--- src/rtl/uart_tx_fifo.sv ---
// Serial transmitter with an input FIFO, internal baud divider and run-time frame format.
// Frames are LSB-first on an idle-high line; queued words go out back-to-back.
module uart_tx_fifo #(
  parameter int N            = 8,
  parameter int CLKS_PER_BIT = 16,
  parameter int DEPTH        = 4
) (
  input  logic                       clk,
  input  logic                       rst,
  input  logic [N-1:0]               tx_data,
  input  logic                       tx_valid,
  output logic                       tx_ready,
  input  logic                       parity_en,
  input  logic                       parity_odd,
  input  logic                       two_stop,
  output logic                       tx,
  output logic                       busy,
  output logic [$clog2(DEPTH+1)-1:0] fifo_count
);
  localparam int CW = $clog2(DEPTH + 1);
  localparam int PW = $clog2(DEPTH);
  localparam int BW = $clog2(CLKS_PER_BIT);
  localparam int NW = $clog2(N);

  localparam logic [CW-1:0] FULL      = CW'(DEPTH);
  localparam logic [BW-1:0] BAUD_LAST = BW'(CLKS_PER_BIT - 1);
  localparam logic [NW-1:0] DATA_LAST = NW'(N - 1);

  localparam logic [2:0] IDLE   = 3'd0;
  localparam logic [2:0] START  = 3'd1;
  localparam logic [2:0] DATA   = 3'd2;
  localparam logic [2:0] PARITY = 3'd3;
  localparam logic [2:0] STOP   = 3'd4;

  function automatic logic parity_bit(input logic [N-1:0] d, input logic odd);
    return (^d) ^ odd;
  endfunction

  logic [N-1:0]  mem_r [DEPTH];
  logic [PW-1:0] wr_ptr_r, rd_ptr_r;
  logic [CW-1:0] count_r, count_s;
  logic          push_s, pop_s;
  logic [N-1:0]  head_s;

  logic [2:0]    state_r, state_s;
  logic [BW-1:0] baud_r, baud_s;
  logic [NW-1:0] bit_r, bit_s, stop_last_s;
  logic [N-1:0]  shift_r, shift_s;
  logic          par_r, par_s;
  logic          cfg_pen_r, cfg_pen_s, cfg_two_r, cfg_two_s;
  logic          bit_end_s;
  logic          tx_r, tx_s, busy_r, tx_ready_r;

  assign push_s      = tx_valid && (count_r != FULL);
  assign head_s      = mem_r[rd_ptr_r];
  assign bit_end_s   = (baud_r == BAUD_LAST);
  assign stop_last_s = {{(NW-1){1'b0}}, cfg_two_r};

  assign tx         = tx_r;
  assign busy       = busy_r;
  assign tx_ready   = tx_ready_r;
  assign fifo_count = count_r;

  // FSM next state, baud/bit counters, shifter and per-frame config capture
  always_comb begin
    state_s   = state_r;
    bit_s     = bit_r;
    shift_s   = shift_r;
    par_s     = par_r;
    cfg_pen_s = cfg_pen_r;
    cfg_two_s = cfg_two_r;
    pop_s     = 1'b0;
    if (state_r == IDLE || bit_end_s) baud_s = '0;
    else                              baud_s = baud_r + BW'(1);

    case (state_r)
      IDLE: begin
        if (count_r != '0) begin
          pop_s   = 1'b1;
          state_s = START;
        end else begin
          state_s = IDLE;
        end
      end
      START: begin
        if (bit_end_s) begin
          state_s = DATA;
          bit_s   = '0;
        end else begin
          state_s = START;
        end
      end
      DATA: begin
        if (bit_end_s) begin
          shift_s = {1'b0, shift_r[N-1:1]};
          if (bit_r == DATA_LAST) begin
            bit_s   = '0;
            state_s = cfg_pen_r ? PARITY : STOP;
          end else begin
            bit_s = bit_r + NW'(1);
          end
        end else begin
          state_s = DATA;
        end
      end
      PARITY: begin
        if (bit_end_s) state_s = STOP;
        else           state_s = PARITY;
      end
      STOP: begin
        if (bit_end_s) begin
          if (bit_r == stop_last_s) begin
            // Chain straight into the next start bit when more data is queued
            if (count_r != '0) begin
              pop_s   = 1'b1;
              state_s = START;
            end else begin
              state_s = IDLE;
            end
          end else begin
            bit_s = bit_r + NW'(1);
          end
        end else begin
          state_s = STOP;
        end
      end
      default: state_s = IDLE;
    endcase

    if (pop_s) begin
      shift_s   = head_s;
      par_s     = parity_bit(head_s, parity_odd);
      cfg_pen_s = parity_en;
      cfg_two_s = two_stop;
      baud_s    = '0;
      bit_s     = '0;
    end else begin
      par_s = par_r;
    end
  end

  // Line level for the state being entered, so tx is a pure register output
  always_comb begin
    case (state_s)
      IDLE:    tx_s = 1'b1;
      START:   tx_s = 1'b0;
      DATA:    tx_s = shift_s[0];
      PARITY:  tx_s = par_s;
      STOP:    tx_s = 1'b1;
      default: tx_s = 1'b1;
    endcase
  end

  // FIFO occupancy next value
  always_comb begin
    case ({push_s, pop_s})
      2'b10:   count_s = count_r + CW'(1);
      2'b01:   count_s = count_r - CW'(1);
      default: count_s = count_r;
    endcase
  end

  // FSM, shifter and output registers
  always_ff @(posedge clk or posedge rst) begin
    if (rst) begin
      state_r   <= IDLE;
      baud_r    <= '0;
      bit_r     <= '0;
      shift_r   <= '0;
      par_r     <= 1'b0;
      cfg_pen_r <= 1'b0;
      cfg_two_r <= 1'b0;
      tx_r      <= 1'b1;
      busy_r    <= 1'b0;
    end else begin
      state_r   <= state_s;
      baud_r    <= baud_s;
      bit_r     <= bit_s;
      shift_r   <= shift_s;
      par_r     <= par_s;
      cfg_pen_r <= cfg_pen_s;
      cfg_two_r <= cfg_two_s;
      tx_r      <= tx_s;
      busy_r    <= (state_s != IDLE);
    end
  end

  // FIFO pointers, count and ready flag
  always_ff @(posedge clk or posedge rst) begin
    if (rst) begin
      wr_ptr_r   <= '0;
      rd_ptr_r   <= '0;
      count_r    <= '0;
      tx_ready_r <= 1'b1;
    end else begin
      if (push_s) wr_ptr_r <= wr_ptr_r + PW'(1);
      if (pop_s)  rd_ptr_r <= rd_ptr_r + PW'(1);
      count_r    <= count_s;
      tx_ready_r <= (count_s != FULL);
    end
  end

  // FIFO storage
  always_ff @(posedge clk) begin
    if (push_s) mem_r[wr_ptr_r] <= tx_data;
  end

endmodule
--- config.mk ---
export PLATFORM = sky130hd
export DESIGN_NAME = uart_tx_fifo
export DESIGN_NICKNAME = d
export VERILOG_FILES = /design/src/rtl/uart_tx_fifo.sv
export SDC_FILE = /design/constraint.sdc
export NUM_CORES = 1
export LEC_CHECK = 0
export CAP_MARGIN = 0
export CORE_MARGIN = 2
export CORE_UTILIZATION = 50
export CTS_CLUSTER_SIZE = 8
export DETAILED_ROUTE_END_ITERATION = 8
export PLACE_DENSITY_LB_ADDON = 0.08
export SLEW_MARGIN = 20
export SYNTH_ARGS = -nofsm -noshare
export SYNTH_HDL_FRONTEND = slang
export SYNTH_SLANG_ARGS = --single-unit
--- constraint.sdc ---
create_clock -name clk -period 3.14 [get_ports clk]
set_input_delay 0.628 -clock clk [delete_from_list [all_inputs] [get_ports clk]]
set_output_delay 0.628 -clock clk [all_outputs]
set_load 0.02 [all_outputs]
After elaboration in Yosys (flattened, before gate mapping)
Memories as Yosys holds them, arrays and structs flattened.
Index checks and enable logic that the tools add are counted.
Word-level totals
  register bits after elaboration: 31
  bits in writable memories: 32
  output and inout bits: 6
  logic and storage cells: 81
  memories kept: 1
Operators by class
  $add $sub $neg: 6
  equality and inequality tests: 18
  mux-type cells: 30
  bitwise logic cells: 1
  reductions and logical operators: 11
Memories
  mem_r: words 4, width 8, rd ports 1, clocked after memory_dff 0, wr ports 1, line 39  | logic [N-1:0] mem_r [DEPTH];
Operators with widths (number)
  $mux 3: 12
  $mux 8: 3
  $ne 3x3->1 const B: 6
  $pmux 3 s5: 1
  $eq 3x2->1 const B: 4
  $pmux 3 s3: 1
  $mux 4: 2
  $reduce_xor 8->1: 1
  $mux 1: 7
  $add 3x1->3 const B: 2
  $eq 3x1->1 const B: 2
  $eq 3x3->1 const B: 2
  $pmux 3 s2: 1
  $reduce_bool 3->1: 2
  $reduce_and 5->1: 1
  $add 2x1->2 const B: 2
  $add 4x1->4 const B: 1
  $eq 4x4->1 const B: 1
  $reduce_bool 2->1: 2
  $reduce_bool 4->1: 1
  $eq 3x1->1: 1
  $logic_not 3->1: 1
  $pmux 1 s3: 1
  $sub 3x1->3 const B: 1
  other kinds (8): 8

Logic depth before layout (Yosys ltp)
  word-level depth: 8
  gate-level depth with buffers: 13
  mapped depth without buffers: 11

Worst setup path after synthesis
Ideal clock, no wire load.
  path type: reg-to-reg
  start: register bit_r[0]
  end: register tx_ready_r (netlist: tx_ready)
  library setup time: 0.082 ns
  arrival: 2.735 ns
  required time: 3.058 ns
  slack: 0.323 ns
  stages on the path, launching flop included: 14
  period minus slack after synthesis: 2.817 ns
  cells stage by stage: dfrtp_1 > xor2_1 > or3_1 > o21ai_0 > and3_1 > buf_2 > buf_1 > ha_1 > inv_1 > fa_1 > xor2_1 > nor2_1 > xor2_1 > nand2_1
On the way
  cells in the longest elaborated chain, start to end: 7
  elaborated cells between the ends (all ways): 8
  those cells by class: eq/ne (4); mux (4)
RTL lines
  start: declaration: line 47  | logic [NW-1:0] bit_r, bit_s, stop_last_s;
  start signal: assignment: line 178  | bit_r <= bit_s;
  $eq 3x1->1 (*): line 112  | if (bit_r == stop_last_s) begin
  $mux 1 (*): line 112
  $mux 1 (*): line 111  | if (bit_end_s) begin
  $pmux 1 s2 (*): line 76  | case (state_r)
  $eq 2x1->1 / $eq 2x2->1 (equally long branches): line 156  | case ({push_s, pop_s})
  $pmux 3 s2 (*): line 156
  via count_s[2]: line 41  | logic [CW-1:0] count_r, count_s;
  $ne 3x3->1 (*): line 199  | tx_ready_r <= (count_s != FULL);
  end signal: assignment: line 199
  end: declaration: line 52  | logic tx_r, tx_s, busy_r, tx_ready_r;
The timed path passes the listed nets; every way through them passes the cells marked *.
A chain may end at the register's enable or synchronous reset.

Worst setup path in the final report
  start: register baud_r[0]
  end: register tx_ready_r (netlist: tx_ready)
On the way
  cells in the longest elaborated chain, start to end: 6
  elaborated cells between the ends (all ways): 7
  those cells by class: eq/ne (4); mux (3)
RTL lines
  start: declaration: line 46  | logic [BW-1:0] baud_r, baud_s;
  start signal: assignment: line 177  | baud_r <= baud_s;
  $eq 4x4->1 (*): line 56  | assign bit_end_s = (baud_r == BAUD_LAST);
  $mux 1 (*): line 111
  $pmux 1 s2 (*): line 76
  $eq 2x1->1 / $eq 2x2->1 (equally long branches): line 156
  $pmux 3 s2 (*): line 156
  via count_s[2]: line 41
  $ne 3x3->1 (*): line 199
Marks and branches as above.

==> results.ini <==
[status]
status=completed

[timing]
finalClockSkew_ns=0.00800
drv_slew=0
grt_setup_unrepaired=no
hold_violations=0
clock.fmax_mhz=385
finalSetupTns_ns=0
finalCriticalPeriod_ns=2.60
layout_setup_ws_ns=0.545
slew_headroom_pct=66.8
worstMarginPinSlew_ns=0.499
finalCritPeriodShare_pct=82.6
setup_violations=0

[finish]
syn_to_final_growth_pct=18.4
fillers=444
n_antenna_cell=0
stdcell_count=302
drive_above_1_share_pct=13.0
seq_area_um2=1740
nets=248
fin_area_um2=3340
multi_input_area_um2=997

[synth]
synth_edf_count=32
synth_most_common_cell=edfxtp_1
synth_top_cell_by_area=edfxtp_1
syn-instance-count=201
synth_commonest_cells=32 x edfxtp_1, 29 x dfrtp_1, 14 x nand2_1
async_flop_share_pct=49.2
synth_ff_type=edfxtp_1
yosys_warnings=0
ys_seq_area_share_pct=61.6
syn_avg_cell_area_um2=14.0
synth.cell_area_um2=2820
synth_nets=224
synthTopCellsByArea=edfxtp_1 34%, dfrtp_1 26%, mux4_1 5.6%
synth.top_cell.area_share_pct=34.0
synth_cell_types=40
synth_seq_cells=63

[detailed_routing]
vias=1584
drc=0
drt-total-wl_mm=4.62
dr.pass1.iters=4
wl_per_cell_um=15.3
initialDrtViolationCount=74
vias_per_cell=5.25
drtAntennaViolNets=0

[grt]
track_usage_pct=17.4
overflow=0
grt_use_met1_pct=22.8
grt_first_pass_wirelength_mm=8.00
busiest_layer=met2
grt_max_degree=32
grt_util_met3_pct=7.16
grt_pass1_vias=1596
met2_usage_pct=26.4
grt_antenna_before_repair=0

[clock_network]
htreeDepth=3
holdBufCountCts=0
clock_latency_ns=0.34
cts_sinks=63
cts_setup_buffers=0
cts_buffers=9
cts_tree=built
cts_resized=0
path_clk_slew_ns=0.07
cts_root_buf=clkbuf_8
clockBufferDepth=2

[worst_setup_path]
endpoint=tx_ready
startpoint=baud_r[0]
r2r_setup_slack_ns=0.54
reg2reg_to=tx_ready
worstPathArrival_ns=2.86
worstRegToRegCells=11
r2r-start=baud_r[0]
crit_path_start_kind=flop
end_kind=flop
cp.required_ns=3.41
worstSetupPathType=flop to flop
critPathMaxFanout=9

[die]
rows=27
io_pins=20
chipWidth_um=79.1
die_area_um2=6260
coreArea_um2=5470
initial_core_util_pct=51.6
die_h_um=79.1

[placed_design]
post-place-ws_ns=0.554
post-dp-hpwl_mm=3.13
dpl_cell_area_um2=3080
gp_congestion=0.806
dp_cells=286
port_buffers=19

[power]
ir_worst_vdd_mv=0.449
powerDensity_nw_per_um2=1000
p_leak_nw=1.38
power.total_mw=3.35

[worst_hold_path]
worstHoldPathType=flop to flop

[run]
cap_violations=0

[power by group]
part,total (mW),leakage (nW),switching (mW),internal [mW]
clock,0.918,0.126,0.311,0.606
combinational,1.10,0.583,0.533,0.565
sequential,1.34,0.666,0.195,1.14
total,3.35,1.38,1.04,2.31
[cell usage in the layout, fill, tap and decap left out, types with 2 or more instances in the layout]
cell	synthesis	final
a21oi_1	6	6
and2_1	4	4
buf_4	0	3
bufinv_16	0	4
clkbuf_8	0	9
clkdlybuf4s50_1	0	19
dfrtp_1	29	29
dfstp_2	2	2
edfxtp_1	32	32
ha_1	8	8
inv_1	11	11
mux2_2	5	5
mux2i_1	9	9
mux4_1	6	6
mux4_2	2	2
nand2_1	14	14
nand3_1	4	4
nor2_1	11	11
nor3_1	3	3
o21ai_0	9	9
or3_1	4	4
xnor2_1	9	9
xor2_1	8	8
[flip-flops by register name, indices dropped and copies added, names as in the netlist]
signal / flops
par_r: 1
tx_ready: 1
cfg_pen_r: 1
state_r: 3
mem_r: 32
busy: 1
tx: 1
baud_r: 4
shift_r: 8
cfg_two_r: 1
rd_ptr_r: 2
fifo_count: 3
bit_r: 3
wr_ptr_r: 2
[metrics by stage]
stage | hold WS (ns) | util (%)
after floorplan | 0.433 | -
after global placement | 0.446 | 56.3
after detailed placement | 0.477 | 56.3
after CTS | 0.486 | 61.0
after global routing | 0.498 | 61.0
final | 0.479 | 61.0
[layer usage]
metal / wire [um] / up-vias / part of all wire, %
met5: 0 / - / 0
met4: 72 / 0 / 1.6
met3: 169 / 7 / 3.7
met2: 2240 / 27 / 48
met1: 2140 / 783 / 46
li1: - / 767 / -
[worst min path at each step]
| stage | startpoint | end | slack, ns | cells after the start |
|---|---|---|---|---|
| global route | baud_r[0] | baud_r[0] | 0.50 | 1 |
| detailed placement | baud_r[0] | baud_r[0] | 0.48 | 1 |
| finish | baud_r[0] | baud_r[0] | 0.48 | 1 |
| CTS | baud_r[0] | baud_r[0] | 0.49 | 1 |
| global placement | baud_r[0] | baud_r[0] | 0.45 | 1 |
| floorplan | baud_r[0] | baud_r[0] | 0.43 | 1 |
[kinds of logic after synthesis]
| kind of cell | count (synthesis) | share of synthesized area [%] |
|---|---|---|
| compound gates | 22 | 4.57 |
| buf+inv | 20 | 3.06 |
| flops | 63 | 61.6 |
| mux | 23 | 12.9 |
| xor+xnor | 18 | 5.85 |
| fa+ha+maj | 9 | 4.26 |
| simple gates | 46 | 7.76 |
[worst max-delay path, cell delays in order, from the launching register on]
cell and delay [ns]:
dfrtp_1 0.38, ha_1 0.20, nand3_1 0.25, o21ai_0 0.31
and3_1 0.22, ha_1 0.20, inv_1 0.06, fa_1 0.38
xor2_1 0.15, nor2_1 0.11, xor2_1 0.19, nand2_1 0.08
[layout make-up]
type,instances,area share (%)
clock inverters,6,3.97
flip-flops and latches,63,52.1
well taps,72,2.70
repair buffers,22,6.37
clock buffers,10,3.82
multi-input cells,118,29.9
inverters,11,1.24
(Power assumes the default switching activity.)
